[config.mk]
export PLATFORM = sky130hd
export DESIGN_NAME = uart_frame_loader
export DESIGN_NICKNAME = d
export VERILOG_FILES = /design/src/rtl/uart_frame_pkg.sv /design/src/rtl/uart_frame_loader_gap_timer.sv /design/src/rtl/uart_frame_loader.sv
export SDC_FILE = /design/constraint.sdc
export NUM_CORES = 1
export LEC_CHECK = 0
export CORE_ASPECT_RATIO = 1.5
export CORE_MARGIN = 3
export CORE_UTILIZATION = 35
export CTS_CLUSTER_DIAMETER = 100
export DETAILED_ROUTE_END_ITERATION = 8
export PLACE_DENSITY = 0.59
export SLEW_MARGIN = 40
export SYNTH_ARGS = -nofsm -noshare
export SYNTH_HDL_FRONTEND = slang
export SYNTH_HIERARCHICAL = 1
export SYNTH_SLANG_ARGS = --single-unit
[constraint.sdc]
create_clock -name clk -period 2.2 [get_ports clk]
set_input_delay 0.44 -clock clk [delete_from_list [all_inputs] [get_ports clk]]
set_output_delay 0.44 -clock clk [all_outputs]
set_load 0.01 [all_outputs]
[src/rtl/uart_frame_pkg.sv]
// Shared types and constants for the UART image frame loader.
package uart_frame_pkg;

  typedef enum logic [1:0] {
    ERR_NONE    = 2'd0,
    ERR_CSUM    = 2'd1,
    ERR_TIMEOUT = 2'd2,
    ERR_BUSY    = 2'd3
  } err_t;

  typedef enum logic [1:0] {
    IDLE    = 2'd0,
    PAYLOAD = 2'd1,
    CHECK   = 2'd2
  } state_t;

  localparam logic [7:0] DEFAULT_SYNC_BYTE = 8'hA5;

endpackage

[src/rtl/uart_frame_loader_gap_timer.sv]
// Inter-byte gap counter: counts while enabled, clears on clr or when disabled,
// and saturates at LIMIT-1 where it flags expiry.
module gap_timer #(
  parameter int LIMIT = 16
) (
  input  logic clk,
  input  logic reset,
  input  logic en,
  input  logic clr,
  output logic expired
);

  localparam int CW = (LIMIT > 1) ? $clog2(LIMIT) : 1;

  logic [CW-1:0] count;

  always_ff @(posedge clk or posedge reset) begin
    if (reset) begin
      count <= '0;
    end else if (clr || !en) begin
      count <= '0;
    end else if (!expired) begin
      count <= count + CW'(1);
    end
  end

  assign expired = en && (count == CW'(LIMIT - 1));

endmodule

[src/rtl/uart_frame_loader.sv]
// Parses SYNC / payload / checksum frames from the UART byte stream, writes the
// payload into the image buffer and reports completion or a rejection cause.
module uart_frame_loader
  import uart_frame_pkg::*;
#(
  parameter int         IMG_W        = 28,
  parameter int         IMG_H        = 28,
  parameter int         N_PIXELS     = IMG_W * IMG_H,
  parameter int         ADDR_W       = $clog2(N_PIXELS),
  parameter logic [7:0] SYNC_BYTE    = DEFAULT_SYNC_BYTE,
  parameter int         CLK_FREQ     = 50_000_000,
  parameter int         BAUD         = 115200,
  parameter int         CLKS_PER_BIT = CLK_FREQ / BAUD,
  parameter int         TIMEOUT_CLKS = CLKS_PER_BIT * 10 * 16
) (
  input  logic              clk,
  input  logic              reset,
  input  logic              rx_dv,
  input  logic [7:0]        rx_byte,
  input  logic              inf_busy,
  output logic              mem_we,
  output logic [ADDR_W-1:0] mem_addr,
  output logic [7:0]        mem_wdata,
  output logic              busy,
  output logic              frame_done,
  output logic              frame_err,
  output logic [1:0]        err_code
);

  localparam logic [ADDR_W-1:0] LAST_ADDR = ADDR_W'(N_PIXELS - 1);

  state_t            state_q, state_d;
  logic [ADDR_W-1:0] cnt_q, cnt_d;
  logic [7:0]        csum_q, csum_d;
  logic              we_d, busy_d, done_d, err_d;
  logic [ADDR_W-1:0] addr_d;
  logic [7:0]        wdata_d;
  err_t              code_q, code_d;
  logic              expired;

  gap_timer #(
    .LIMIT (TIMEOUT_CLKS)
  ) u_gap_timer (
    .clk     (clk),
    .reset   (reset),
    .en      (state_q != IDLE),
    .clr     (rx_dv),
    .expired (expired)
  );

  always_comb begin
    state_d = state_q;
    cnt_d   = cnt_q;
    csum_d  = csum_q;
    we_d    = 1'b0;
    addr_d  = mem_addr;
    wdata_d = mem_wdata;
    busy_d  = busy;
    done_d  = 1'b0;
    err_d   = 1'b0;
    code_d  = code_q;

    case (state_q)
      IDLE: begin
        if (rx_dv && (rx_byte == SYNC_BYTE)) begin
          if (inf_busy) begin
            err_d  = 1'b1;
            code_d = ERR_BUSY;
          end else begin
            busy_d  = 1'b1;
            cnt_d   = '0;
            csum_d  = '0;
            state_d = PAYLOAD;
          end
        end
      end

      // A received byte always takes priority over a simultaneous timer expiry.
      PAYLOAD: begin
        if (rx_dv) begin
          we_d    = 1'b1;
          addr_d  = cnt_q;
          wdata_d = rx_byte;
          csum_d  = csum_q + rx_byte;
          if (cnt_q == LAST_ADDR) begin
            state_d = CHECK;
          end else begin
            cnt_d = cnt_q + ADDR_W'(1);
          end
        end else if (expired) begin
          err_d   = 1'b1;
          code_d  = ERR_TIMEOUT;
          busy_d  = 1'b0;
          state_d = IDLE;
        end
      end

      CHECK: begin
        if (rx_dv) begin
          busy_d  = 1'b0;
          state_d = IDLE;
          if (rx_byte == csum_q) begin
            done_d = 1'b1;
            code_d = ERR_NONE;
          end else begin
            err_d  = 1'b1;
            code_d = ERR_CSUM;
          end
        end else if (expired) begin
          err_d   = 1'b1;
          code_d  = ERR_TIMEOUT;
          busy_d  = 1'b0;
          state_d = IDLE;
        end
      end

      default: begin
        busy_d  = 1'b0;
        state_d = IDLE;
      end
    endcase
  end

  always_ff @(posedge clk or posedge reset) begin
    if (reset) begin
      state_q    <= IDLE;
      cnt_q      <= '0;
      csum_q     <= '0;
      mem_we     <= 1'b0;
      mem_addr   <= '0;
      mem_wdata  <= '0;
      busy       <= 1'b0;
      frame_done <= 1'b0;
      frame_err  <= 1'b0;
      code_q     <= ERR_NONE;
    end else begin
      state_q    <= state_d;
      cnt_q      <= cnt_d;
      csum_q     <= csum_d;
      mem_we     <= we_d;
      mem_addr   <= addr_d;
      mem_wdata  <= wdata_d;
      busy       <= busy_d;
      frame_done <= done_d;
      frame_err  <= err_d;
      code_q     <= code_d;
    end
  end

  assign err_code = code_q;

endmodule
==> summary.md <==
| Metric | Value |
|---|---|
| Status | finished clean |
| Slew Viols, Final | 0 |
| Ant. Diodes | 0 |
| Ys async rst share | 1.000 |
| Global-route wire length before repair | 13690 um |
| Core area | 8881 um2 |
| Final #Nets | 431 |
| Hold Buf Count CTS | 0 |
| Slew @ Worst Pin | 0.6480 ns |
| Overflow after GRT | 0 |
| Leakage Power | approximately 0.0019 uW |
| Fill cell count | around 830 |
| Crit path launch type | flop |
| Die Span X | roughly 84 um |
| Hold Path Class | in -> async |
| Mapped cell area | 3222 um2 |
| TritonCTS clock tree | built |
| Vias | around 2700 |
| Clock Skew | 0.005896 ns |
| Setup_tns | 0 ns |
| Final Cycle Share | 0.9483 |
| WS Path Type | reg -> reg |
| Vias/cell | 5.283 |
| Seq cells post-synth | 61 |
| Cell area power density | approximately 1200 nW/um2 |
| Syn_nets | 346 |
| Cts bufs inserted | 9 |
| CTS Sinks | 61 |
| Antenna Violating Nets Remaining | 0 |
| Worst slew margin | 0.5675 |
| Fraction of layout cells with a size suffix above 1 | 0.2195 |
| H-tree depth | 3 |
| Tot GR Track Use | 0.1660 |
| RD Place Congestion | ~0.9 |
| Reg clk slew, reported paths | approximately 0.050 ns |
| Sequential-to-total area share from yosys stat | 0.4738 |
| Row count | 42 |
| Min Tclk post-route | 2.086 ns |
| Worst-Skew Late Latency | approximately 0.32 ns |
| Root Driver | clkbuf_16 |
| Commonest cells after routing, fill and taps aside | 61 x dfrtp_1, 45 x buf_4, 35 x clkdlybuf4s50_1 |
| Max clock buf depth | 2 |
| RSZ-0062 raised after global routing | false |
| Port Buffers | 35 |
| Die Y | around 120 um |
| Max Clock Freq | roughly 480 MHz |
| Max_cap viols | 0 |
| Drt initial violations | 97 |
| Mapped Avg Cell Area | 10.07 um2 |
| Post-Syn Instances | between 300 and 400 |
| Layout area overhead | 35.69% |
| I/O pin total | 36 |
| WL/cell | 15.20 um |
| Final hold vios | 0 |
| Yosys warning count | 6 |
| Die area | about 10000 um2 |
| Crit path required time | 2.40 ns |
| Worst vdd ir | slightly above 0.7 mV |
| Initial antenna violation count | 0 |
| Ys flop type | dfrtp_1 |
| Pin count of the biggest net entering global routing | 20 |
| DRC | 0 |
| Worst-path fanout max | 6 |
| Final Total Pwr | approximately 5100 uW |
| Drt pass-1 iters | 4 |
| EDFF count, synth | 0 |
| Yosys cell types | 54 |
| Arr. time, crit path | about 2.3 ns |
| Vias in the first global route | between 2000 and 3000 |
| Starting Density | 0.3628 |
| Setup violations, final | 0 |
| Commonest non-fill, non-tap cell in the layout | dfrtp_1 |
| WL final | roughly 7900 um |
| Postcts setup bufs | 0 |
| DP HPWL | approximately 6000 um |
| Crit end category | flop |
[cell type report]
class                           count  area [um2]  area share
Timing Repair Buffer               80       688.2      0.1574
Sequential cell                    61        1526      0.3492
Tap cell                          110       137.6     0.03148
Clock buffer                       13       260.3     0.05953
Inverter                           16       62.56     0.01431
Multi-Input combinational cell    237        1629      0.3726
Clock inverter                      3       67.56     0.01546
[Yosys cell counts, types with 5 or more instances]
cell type   n  share of area
nor2_1     24          0.028
and3_1      5         0.0097
mux2_2     16          0.056
dfrtp_1    61           0.47
nand2_1    30          0.035
a31oi_1     6          0.012
a21oi_1     9          0.014
nand4_1    11          0.021
nor4_1      6          0.012
nor3_1     13          0.020
o21ai_0    18          0.028
xor2_1      6          0.016
inv_1      15          0.017
ha_1       13          0.050
a22o_1      5          0.014
nor2b_1     5         0.0097
nand3_1    13          0.020
xnor2_1    11          0.030
[flip-flops by register name (all words and copies together), names as in the netlist, 2 cells and up]
| signal | flops |
|---|---|
| csum_q | 8 |
| mem_wdata | 8 |
| cnt_q | 10 |
| u_gap_timer/count | 17 |
| mem_addr | 10 |
| err_code | 2 |
| state_q | 2 |
[final timing paths]
kind | endpoint | start | depth (start not counted) | slack [ns]
worst max-delay path | busy | state_q[1] | 9 | 0.11
worst min-delay path | cnt_q[1] | reset | 2 | 0.49
worst max register to register | busy | state_q[1] | 9 | 0.11
worst min register to register | csum_q[3] | csum_q[3] | 2 | 0.49
max in group asynchronous | mem_addr[4] | reset | 3 | 1.18
min in group clk | csum_q[3] | csum_q[3] | 2 | 0.49
[critical path, cell delays in order (launching register included)]
cell and delay, ns:
dfrtp_1 0.35, inv_2 0.06, ha_4 0.16, inv_2 0.05, or4bb_1 0.41, or4_4 0.54, inv_4 0.10, nor2_1 0.05
a32oi_1 0.16, o21ai_1 0.08
[report_power, final]
group | leakage (uW) | total, uW | switching [uW] | internal [uW]
Combinational | 0.000969 | 1990 | 968 | 1020
Clock | 0.000156 | 1530 | 481 | 1050
Sequential | 0.000806 | 1560 | 171 | 1390
[metrics by stage]
step	worst slack (ns)	cells	area [um2]	utilization	hold WS (ns)
2_1_floorplan	0.01942	320	3222	-	0.3661
3_3_place_gp	-0.1545	504	4024	0.4531	0.4683
3_5_place_dp	-0.2250	504	4024	0.4531	0.4844
4_1_cts	0.001030	520	4354	0.4903	0.4944
5_1_grt	0.01148	520	4372	0.4923	0.5194
6_report	0.1136	520	4372	0.4923	0.4868
[what timing repair did]
action,in CTS,in global routing
setup endpoints to repair,1,7
resized for setup,1,10
pin swaps,0,3
[logic make-up after synthesis]
group                      count (synthesis)  share of synthesized area
buffers and inverters                     22                    0.02601
adders and majority gates                 14                    0.05670
AOI/OAI and AO/OA                         55                     0.1115
xor gates and xnor gates                  17                    0.04621
DFF                                       61                     0.4738
muxes                                     17                    0.05903
and+or+nand+nor                          134                     0.2268
[layer usage]
metal	vias to the layer above	global-route usage	wire, um
met5	-	0	0
met4	0	0.08416	121
met3	11	0.04200	295
met2	55	0.2989	4337
met1	1337	0.1799	3149
li1	1344	-	-
No activity file was read; power rests on OpenSTA's default activity.
